<file path="src/rtl/multicycle_ctrl_if.sv">
`default_nettype none
// +----------------------------------------------------------------------------+
// | Interface   : multicycle_ctrl_if                                           |
// | Description : Fetch handshake, datapath control and data-memory strobes   |
// |               seen by the multi-cycle control unit.                       |
// |               master = controller view, slave = fetch/datapath/memory.    |
// | Revision    : 1.0  initial release                                        |
// +----------------------------------------------------------------------------+
interface multicycle_ctrl_if #(
   parameter int INSTR_W  = 9,
   parameter int ALU_OP_W = 3
);
   logic                instr_valid;
   logic                instr_ready;
   logic [INSTR_W-1:0]  instr;
   logic                zero_flag;
   logic                mem_ack;
   logic [ALU_OP_W-1:0] alu_op;
   logic                reg_write;
   logic                mem_read;
   logic                mem_write;
   logic                branch_taken;
   logic                pc_en;
   logic                illegal;
   logic                mem_err;

   modport master (
      input  instr_valid, instr, zero_flag, mem_ack,
      output instr_ready, alu_op, reg_write, mem_read, mem_write,
             branch_taken, pc_en, illegal, mem_err
   );

   modport slave (
      output instr_valid, instr, zero_flag, mem_ack,
      input  instr_ready, alu_op, reg_write, mem_read, mem_write,
             branch_taken, pc_en, illegal, mem_err
   );
endinterface
`default_nettype wire

</file>
<file path="src/rtl/multicycle_ctrl.sv">
`default_nettype none
// +----------------------------------------------------------------------------+
// | Module      : multicycle_ctrl                                              |
// | Description : Multi-cycle control unit for the 9-bit ISA. Latches one      |
// |               instruction per valid/ready handshake into IR and walks      |
// |               IDLE -> DECODE -> EXEC [-> MEM [-> WB]] -> IDLE, driving     |
// |               ALU, register-file, memory and PC control. MEM waits on      |
// |               mem_ack with a bounded timeout.                              |
// |               Optional: CTRL_PERF_CNT_EN adds retired_cnt and stall_cnt.   |
// | Revision    : 1.0  initial release                                        |
// +----------------------------------------------------------------------------+
module multicycle_ctrl #(
   parameter int INSTR_W     = 9,
   parameter int OPC_W       = 3,
   parameter int ALU_OP_W    = 3,
   parameter int MEM_TIMEOUT = 15
) (
   input  logic                clk,
   input  logic                reset_n,
   multicycle_ctrl_if.master   bus
`ifdef CTRL_PERF_CNT_EN
   ,
   output logic [31:0]         retired_cnt,
   output logic [31:0]         stall_cnt
`endif
);

   // Wait counter only has to reach MEM_TIMEOUT-1.
   localparam int CNT_W = (MEM_TIMEOUT < 2) ? 1 : $clog2(MEM_TIMEOUT);
   localparam logic [CNT_W-1:0] C_CNT_LAST = CNT_W'(MEM_TIMEOUT - 1);

   typedef enum logic [2:0] {
      S_IDLE   = 3'd0,
      S_DECODE = 3'd1,
      S_EXEC   = 3'd2,
      S_MEM    = 3'd3,
      S_WB     = 3'd4
   } state_t;

   state_t              state_q, state_d;
   logic [INSTR_W-1:0]  ir_q, ir_d;
   logic [CNT_W-1:0]    cnt_q, cnt_d;

   logic [OPC_W-1:0]    w_opc;
   logic [OPC_W:0]      w_opc_ext;
   logic [2:0]          w_op3;
   logic                w_opc_illegal;
   logic                w_unused_ir;

   logic                w_instr_ready;
   logic [ALU_OP_W-1:0] w_alu_op;
   logic                w_reg_write;
   logic                w_mem_read;
   logic                w_mem_write;
   logic                w_branch_taken;
   logic                w_pc_en;
   logic                w_illegal;
   logic                w_mem_err;

   // Opcode fields come from the latched IR only, never from the live instr bus.
   // Any set bit at position 3 or above makes the opcode >= 8 (illegal); the
   // extra MSB keeps the slice valid when OPC_W is exactly 3.
   assign w_opc         = ir_q[INSTR_W-1 -: OPC_W];
   assign w_opc_ext     = {1'b0, w_opc};
   assign w_opc_illegal = |w_opc_ext[OPC_W:3];
   assign w_op3         = w_opc[2:0];
   // Operand bits are for the datapath, not for control decode.
   assign w_unused_ir   = ^ir_q;

   // State, IR and wait-counter registers; reset wins over every other event.
   always_ff @(posedge clk) begin
      if (!reset_n) begin
         state_q <= S_IDLE;
         ir_q    <= '0;
         cnt_q   <= '0;
      end else begin
         state_q <= state_d;
         ir_q    <= ir_d;
         cnt_q   <= cnt_d;
      end
   end

   // Next-state and control decode from state + IR (+ zero_flag/mem_ack where sampled).
   always_comb begin
      state_d        = state_q;
      ir_d           = ir_q;
      cnt_d          = cnt_q;
      w_instr_ready  = 1'b0;
      w_alu_op       = '0;
      w_reg_write    = 1'b0;
      w_mem_read     = 1'b0;
      w_mem_write    = 1'b0;
      w_branch_taken = 1'b0;
      w_pc_en        = 1'b0;
      w_illegal      = 1'b0;
      w_mem_err      = 1'b0;

      case (state_q)
         S_IDLE: begin
            w_instr_ready = 1'b1;
            if (bus.instr_valid) begin
               ir_d    = bus.instr;
               state_d = S_DECODE;
            end
         end

         S_DECODE: begin
            state_d = S_EXEC;
         end

         S_EXEC: begin
            state_d = S_IDLE;
            if (w_opc_illegal) begin
               // Retired as a NOP: PC advances, nothing else fires.
               w_illegal = 1'b1;
               w_pc_en   = 1'b1;
            end else begin
               case (w_op3)
                  3'd0, 3'd1, 3'd2, 3'd3: begin
                     w_alu_op    = ALU_OP_W'(w_op3[1:0]);
                     w_reg_write = 1'b1;
                     w_pc_en     = 1'b1;
                  end
                  3'd4, 3'd5: begin
                     cnt_d   = '0;
                     state_d = S_MEM;
                  end
                  3'd6: begin
                     w_branch_taken = 1'b1;
                     w_pc_en        = 1'b1;
                  end
                  default: begin
                     w_branch_taken = bus.zero_flag;
                     w_pc_en        = 1'b1;
                  end
               endcase
            end
         end

         S_MEM: begin
            // Request stays asserted for every MEM cycle, including the ack
            // cycle and the timeout cycle; op3[0] distinguishes LDR/STR.
            w_mem_read  = ~w_op3[0];
            w_mem_write = w_op3[0];
            if (bus.mem_ack) begin
               cnt_d = '0;
               if (w_op3[0]) begin
                  w_pc_en = 1'b1;
                  state_d = S_IDLE;
               end else begin
                  state_d = S_WB;
               end
            end else if (cnt_q == C_CNT_LAST) begin
               w_mem_err = 1'b1;
               w_pc_en   = 1'b1;
               cnt_d     = '0;
               state_d   = S_IDLE;
            end else begin
               cnt_d = cnt_q + 1'b1;
            end
         end

         S_WB: begin
            w_reg_write = 1'b1;
            w_pc_en     = 1'b1;
            state_d     = S_IDLE;
         end

         default: begin
            state_d = S_IDLE;
         end
      endcase
   end

   assign bus.instr_ready  = w_instr_ready;
   assign bus.alu_op       = w_alu_op;
   assign bus.reg_write    = w_reg_write;
   assign bus.mem_read     = w_mem_read;
   assign bus.mem_write    = w_mem_write;
   assign bus.branch_taken = w_branch_taken;
   assign bus.pc_en        = w_pc_en;
   assign bus.illegal      = w_illegal;
   assign bus.mem_err      = w_mem_err;

`ifdef CTRL_PERF_CNT_EN
   logic [31:0] retired_cnt_q;
   logic [31:0] stall_cnt_q;

   // Free-running wrap-around counters of retires and unacknowledged MEM cycles.
   always_ff @(posedge clk) begin
      if (!reset_n) begin
         retired_cnt_q <= '0;
         stall_cnt_q   <= '0;
      end else begin
         if (w_pc_en) begin
            retired_cnt_q <= retired_cnt_q + 32'd1;
         end
         if ((state_q == S_MEM) && !bus.mem_ack) begin
            stall_cnt_q <= stall_cnt_q + 32'd1;
         end
      end
   end

   assign retired_cnt = retired_cnt_q;
   assign stall_cnt   = stall_cnt_q;
`endif

endmodule
`default_nettype wire

</file>
<file path="src/flat_wrapper.sv">
// flat-port wrapper written by rule: the top's interface ports become plain ports
module multicycle_ctrl_flat 
#(
   parameter int INSTR_W     = 9,
   parameter int OPC_W       = 3,
   parameter int ALU_OP_W    = 3,
   parameter int MEM_TIMEOUT = 15
)
  (clk, reset_n, bus_instr_valid, bus_instr, bus_zero_flag, bus_mem_ack, bus_instr_ready, bus_alu_op, bus_reg_write, bus_mem_read, bus_mem_write, bus_branch_taken, bus_pc_en, bus_illegal, bus_mem_err);
  multicycle_ctrl_if #(.INSTR_W(INSTR_W), .ALU_OP_W(ALU_OP_W)) bus_i ();
  input  logic clk;
  input  logic reset_n;
  input wire logic [$bits(bus_i.instr_valid)-1:0] bus_instr_valid;
  input wire logic [$bits(bus_i.instr)-1:0] bus_instr;
  input wire logic [$bits(bus_i.zero_flag)-1:0] bus_zero_flag;
  input wire logic [$bits(bus_i.mem_ack)-1:0] bus_mem_ack;
  output wire logic [$bits(bus_i.instr_ready)-1:0] bus_instr_ready;
  output wire logic [$bits(bus_i.alu_op)-1:0] bus_alu_op;
  output wire logic [$bits(bus_i.reg_write)-1:0] bus_reg_write;
  output wire logic [$bits(bus_i.mem_read)-1:0] bus_mem_read;
  output wire logic [$bits(bus_i.mem_write)-1:0] bus_mem_write;
  output wire logic [$bits(bus_i.branch_taken)-1:0] bus_branch_taken;
  output wire logic [$bits(bus_i.pc_en)-1:0] bus_pc_en;
  output wire logic [$bits(bus_i.illegal)-1:0] bus_illegal;
  output wire logic [$bits(bus_i.mem_err)-1:0] bus_mem_err;
  assign bus_i.instr_valid = bus_instr_valid;
  assign bus_i.instr = bus_instr;
  assign bus_i.zero_flag = bus_zero_flag;
  assign bus_i.mem_ack = bus_mem_ack;
  assign bus_instr_ready = bus_i.instr_ready;
  assign bus_alu_op = bus_i.alu_op;
  assign bus_reg_write = bus_i.reg_write;
  assign bus_mem_read = bus_i.mem_read;
  assign bus_mem_write = bus_i.mem_write;
  assign bus_branch_taken = bus_i.branch_taken;
  assign bus_pc_en = bus_i.pc_en;
  assign bus_illegal = bus_i.illegal;
  assign bus_mem_err = bus_i.mem_err;
  multicycle_ctrl #(.INSTR_W(INSTR_W), .OPC_W(OPC_W), .ALU_OP_W(ALU_OP_W), .MEM_TIMEOUT(MEM_TIMEOUT)) u_core (.clk(clk), .reset_n(reset_n), .bus(bus_i));
endmodule
</file>
<file path="config.mk">
export PLATFORM = sky130hd
export DESIGN_NAME = multicycle_ctrl_flat
export DESIGN_NICKNAME = d
export VERILOG_FILES = /design/src/rtl/multicycle_ctrl_if.sv /design/src/rtl/multicycle_ctrl.sv /design/src/flat_wrapper.sv
export SDC_FILE = /design/constraint.sdc
export NUM_CORES = 1
export LEC_CHECK = 0
export BUFFER_PORTS_ARGS = -buffer_cell sky130_fd_sc_hd__buf_4
export CAP_MARGIN = 20
export CELL_PAD_IN_SITES_DETAIL_PLACEMENT = 1
export CELL_PAD_IN_SITES_GLOBAL_PLACEMENT = 1
export CORE_MARGIN = 2
export CORE_UTILIZATION = 32
export CTS_CLUSTER_DIAMETER = 60
export CTS_CLUSTER_SIZE = 14
export DETAILED_ROUTE_END_ITERATION = 7
export HOLD_SLACK_MARGIN = 0.05
export PLACE_DENSITY_LB_ADDON = 0.25
export SETUP_SLACK_MARGIN = 0.15
export SYNTH_ARGS = -nofsm -noshare
export SYNTH_HDL_FRONTEND = slang
export SYNTH_SLANG_ARGS = --single-unit
</file>
<file path="constraint.sdc">
create_clock -name clk -period 1.5 [get_ports clk]
set_clock_uncertainty 0.1 [all_clocks]
set_input_delay 0.3 -clock clk [delete_from_list [all_inputs] [get_ports clk]]
set_output_delay 0.3 -clock clk [all_outputs]
set_load 0.1 [all_outputs]
</file>
# Yosys cells after proc, flatten, opt, wreduce, memory -nomap -nowiden
# Cells that the tools add are included.
[op_classes]
n_addsub = 1
bitwise_logic = 1
eq_ne = 14
n_reduce_logical = 9
muxes = 26
[op_table]
columns = ["operator", "count"]
rows = [
  ["3-bit 2-to-1 mux", 5],
  ["3-bit by 2-bit equality test with 1-bit output, second input constant", 4],
  ["3-bit equality test, second input constant", 4],
  ["4-bit 2-to-1 mux", 3],
  ["3-bit one-hot mux with 4 select lines", 1],
  ["1-bit 2-to-1 mux", 11],
  ["4-bit one-hot mux with 2 select lines", 1],
  ["3-bit by 1-bit equality test with 1-bit output, second input constant", 2],
  ["3-bit zero test", 2],
  ["2-bit AND reduction", 3],
  ["6-bit OR reduction", 1],
  ["4-bit by 1-bit adder with 4-bit output, second input constant", 1],
  ["4-bit equality test, second input constant", 1],
  ["2-bit 2-to-1 mux", 2],
  ["1-bit one-hot mux with 2 select lines", 2],
  ["4-bit OR reduction", 1],
  ["3-bit by 2-bit != test with 1-bit output, second input constant", 1],
  ["1-bit one-hot mux with 3 select lines", 1],
  ["2-bit by 1-bit != test with 1-bit output, second input constant", 1],
  ["2-bit != test, second input constant", 1],
  ["2-bit nonzero test", 1],
  ["2-bit OR reduction", 1],
  ["1-bit inverter", 1],
]
[totals]
reg_bits = 16
elab_cells = 54
in_bits = 14

# Longest topological paths before layout
[depth]
word_depth = 4
mapped_depth = 6

# Least setup slack after synthesis
# No wires, ideal clock.
[synth_path]
path_type = "reg2out"
start = "reg u_core.state_q[2]"
end = "out bus_alu_op[0]"
t_arrival_ps = 3717
slack_ps = -2617
stages_incl_launch_ff = 3
required_ps = 1100
path_cell_list = "dfxtp_1 and2b_4 nor4b_1"
[synth_between]
elab_chain_len = 2
[synth_rtl]
columns = ["item", "line", "text"]
rows = [
  ["start, declared", "multicycle_ctrl.sv:40", "state_t state_q, state_d;"],
  ["start signal, assigned", "multicycle_ctrl.sv:77", "state_q <= state_d;"],
  ["3-bit by 2-bit equality test with 1-bit output", "multicycle_ctrl.sv:98", "case (state_q)"],
  ["3-bit 2-to-1 mux", "multicycle_ctrl.sv:98", ""],
  ["end, declared", "flat_wrapper.sv:18", "output wire logic [$bits(bus_i.alu_op)-1:0] bus_alu_op;"],
]
# No other way between the ends.

# Final worst setup path
[layout_path]
start = "reg u_core.state_q[2]"
end = "out bus_alu_op[1]"
# The elaborated chain is that of the path after synthesis.

==> results.toml <==
[status]
status = "finished, violations left"
violations = "setup timing"

[synthesis]
ys.flop_type = "dfxtp_1"
synth.area.mux_share_pct = 3.31
synth.avg_cell_area_um2 = 8.39
synth_top_cell_by_area = "dfxtp_1"
synth-adder-area-share_pct = 4.14
synth-edff-count = 0
synthCells = 72
synthXorXnorAreaFrac_pct = 1.45
synth_cell_type_count = 33
synth_top_area_share_pct = 33.1
synth_top_family_by_area = "simple AND/OR/NAND/NOR gates"
yosys_warnings = 0
ys_ff_latch = 10
mappedNetlistArea_um2 = 604
synth_area_leaders = "dfxtp_1 33%, nor2_1 5.6%, a21oi_1 4.1%"
synth_compound_area_share_pct = 15.1
yosys.area_share.simple_pct = 35.4
async_flop_share_pct = 0
yosysSeqAreaShare_pct = 33.1

[cts]
clock-sinks = 10
hold_buffers = 0
clockBufferDepth = 2
cts_tree = "yes"
root_buffer = "clkbuf_4"
htreeDepth = 1
cts_buffers = 3
clock_latency_ns = 0.29
cts.clk_slew.worst_paths_ns = 0.08

[place]
dp_hpwl_mm = 1.57
preCtsSetupSlack_ns = -0.132
portBuffers = 16
gp_congestion = 0.673

[setup_path]
critPathLaunchType = "register"
critPathKind = "reg -> out"
slowest_delay_ns = 0.33
setup.worst_path.end_class = "output pin"
cp_cell_sequence = "and2b_4 > nand3b_1 > nor2_4 > buf_12"
cpMaxStageDelayCell = "dfxtp_2"
cp_max_fo = 4
crit_arrival_ns = 1.51
required_ns = 1.10

[timing]
slew_violations = 0
rsz0062_at_grt = "yes"
hold_viol = 0
setup_violations = 11
post-route-period-util_pct = 128
fin_tns_setup_ns = -3.19
setup_ws_ns = -0.414
post-route-min-period_ns = 1.91
fmax_mhz = 522

[route]
drt_first_pass_iters = 4
num_vias = 702
drtIter0Drc = 12
wl_per_cell_um = 21.4
drc = 0
vias_per_cell = 5.12
wl_mm = 2.94
ant_nets = 0

[die]
initial_core_util_pct = 34.6
io_pins = 25
rows = 15
die_h_um = 47.5
die_w_um = 47.5
core_area_um2 = 1750
die-area_um2 = 2250

[global_routing]
antenna_found_initial = 0
grt_first_pass_wirelength_mm = 3.84
grt_use_total_pct = 26.4
grt_overflow = 0
grt_pass1_vias = 749
grt_max_degree = 9

[layout]
final_common_cell = "buf_4"
insertedDiodeCount = 0
area_delta_synth_final_pct = 108
multi_input_area_um2 = 554
n_fill_cell = 182
nets = 129
drive_gt1_share_pct = 68.8
final_cell_mix = "22 x buf_4, 8 x buf_6, 8 x buf_12"
register_area_um2 = 206

[pwr]
power_uw = 846
p_int_uw = 541
swShare_pct = 36.0
p_leak_uw = 0.000484
pwr-share-seq_pct = 34.1
power-per-cell-area_nw_per_um2 = 672
pwr-share-clk_pct = 32.1
p_switching_uw = 305
pwr-share-comb_pct = 33.8
peakVddDrop_uv = 757

[job]
maxCapViolCount = 0

[worst_hold_path]
hold_class = "in -> reg"
[cell type report]
| class | count | area share [%] |
|---|---|---|
| timing repair buffer | 38 | 33.0 |
| inverter | 4 | 1.19 |
| clock buffer | 4 | 2.88 |
| sequential | 10 | 16.4 |
| tap | 25 | 2.49 |
| multi-input combinational | 56 | 44.0 |
[per-layer routing]
metal | global-route usage [%] | vias up | wire, um
li1 | - | 324 | -
met1 | 34.1 | 340 | 1160
met2 | 43.2 | 27 | 1540
met3 | 4.53 | 11 | 122
met4 | 11.7 | 0 | 112
met5 | 0 | - | 0
[through the flow]
step           hold WS, ns  util [%]  std cells  area, um2
2_1_floorplan        0.322         -         73        728
3_3_place_gp         0.417      56.0        128        977
3_5_place_dp         0.440      56.0        128        977
4_1_cts              0.158      66.2        136       1150
5_1_grt              0.158      72.1        137       1260
6_report             0.156      72.1        137       1260
[kinds of logic after synthesis]
group,after synthesis
AOI/OAI and AO/OA,14
xor gates and xnor gates,1
adders and majority gates,2
buffers and inverters,7
DFF,10
muxes,2
other,1
and+or+nand+nor,35
[flip-flops by register name, summed over array words and instances, names as in the netlist]
name,count
u_core.cnt_q,4
u_core.state_q,3
u_core.ir_q,3
[repair_timing]
| item | in CTS | in global routing |
|---|---|---|
| pin swaps | 7 | 7 |
| gates resized for setup | 27 | 20 |
| buffers inserted | 4 | 1 |
| hold endpoints to repair | 0 | 0 |
| setup endpoints to repair | 14 | 19 |
[power groups by stage]
stage / logic (uW) / clock network (uW) / registers, uW
floorplan: 152 / 0 / 293
global placement: 204 / 0 / 290
detailed placement: 210 / 0 / 292
CTS: 242 / 265 / 286
global route: 294 / 278 / 289
finish: 285 / 272 / 288
[worst paths after layout]
kind / start / to / slack, ns / cells after the start
max: u_core.state_q[2]$_SDFFE_PN0P_ / bus_alu_op[1] / -0.41 / 4
min: bus_instr[8] / u_core.ir_q[8]$_SDFFE_PN0P_ / 0.16 / 3
max reg2reg: u_core.state_q[1]$_SDFFE_PN0P_ / u_core.ir_q[7]$_SDFFE_PN0P_ / -0.06 / 6
min reg2reg: u_core.cnt_q[2]$_SDFFE_PN0P_ / u_core.cnt_q[2]$_SDFFE_PN0P_ / 0.52 / 2
[critical path: cells and delay by family (launching register included)]
family,cells,cell delay (ns)
flip-flops,1,0.33
buffers and inverters,1,0.18
AND/OR/NAND/NOR,3,0.71
[synthesized netlist by cell type (2+ instances only)]
cell      instances
nor2_1            9
nor2b_1           2
inv_1             4
buf_4             2
a31oi_1           2
nand3_1           4
nand3b_1          2
a21oi_1           5
nand2b_1          2
nand2_1           6
dfxtp_1          10
ha_1              2
mux2i_1           2
Power figures use the tool's default switching activity.
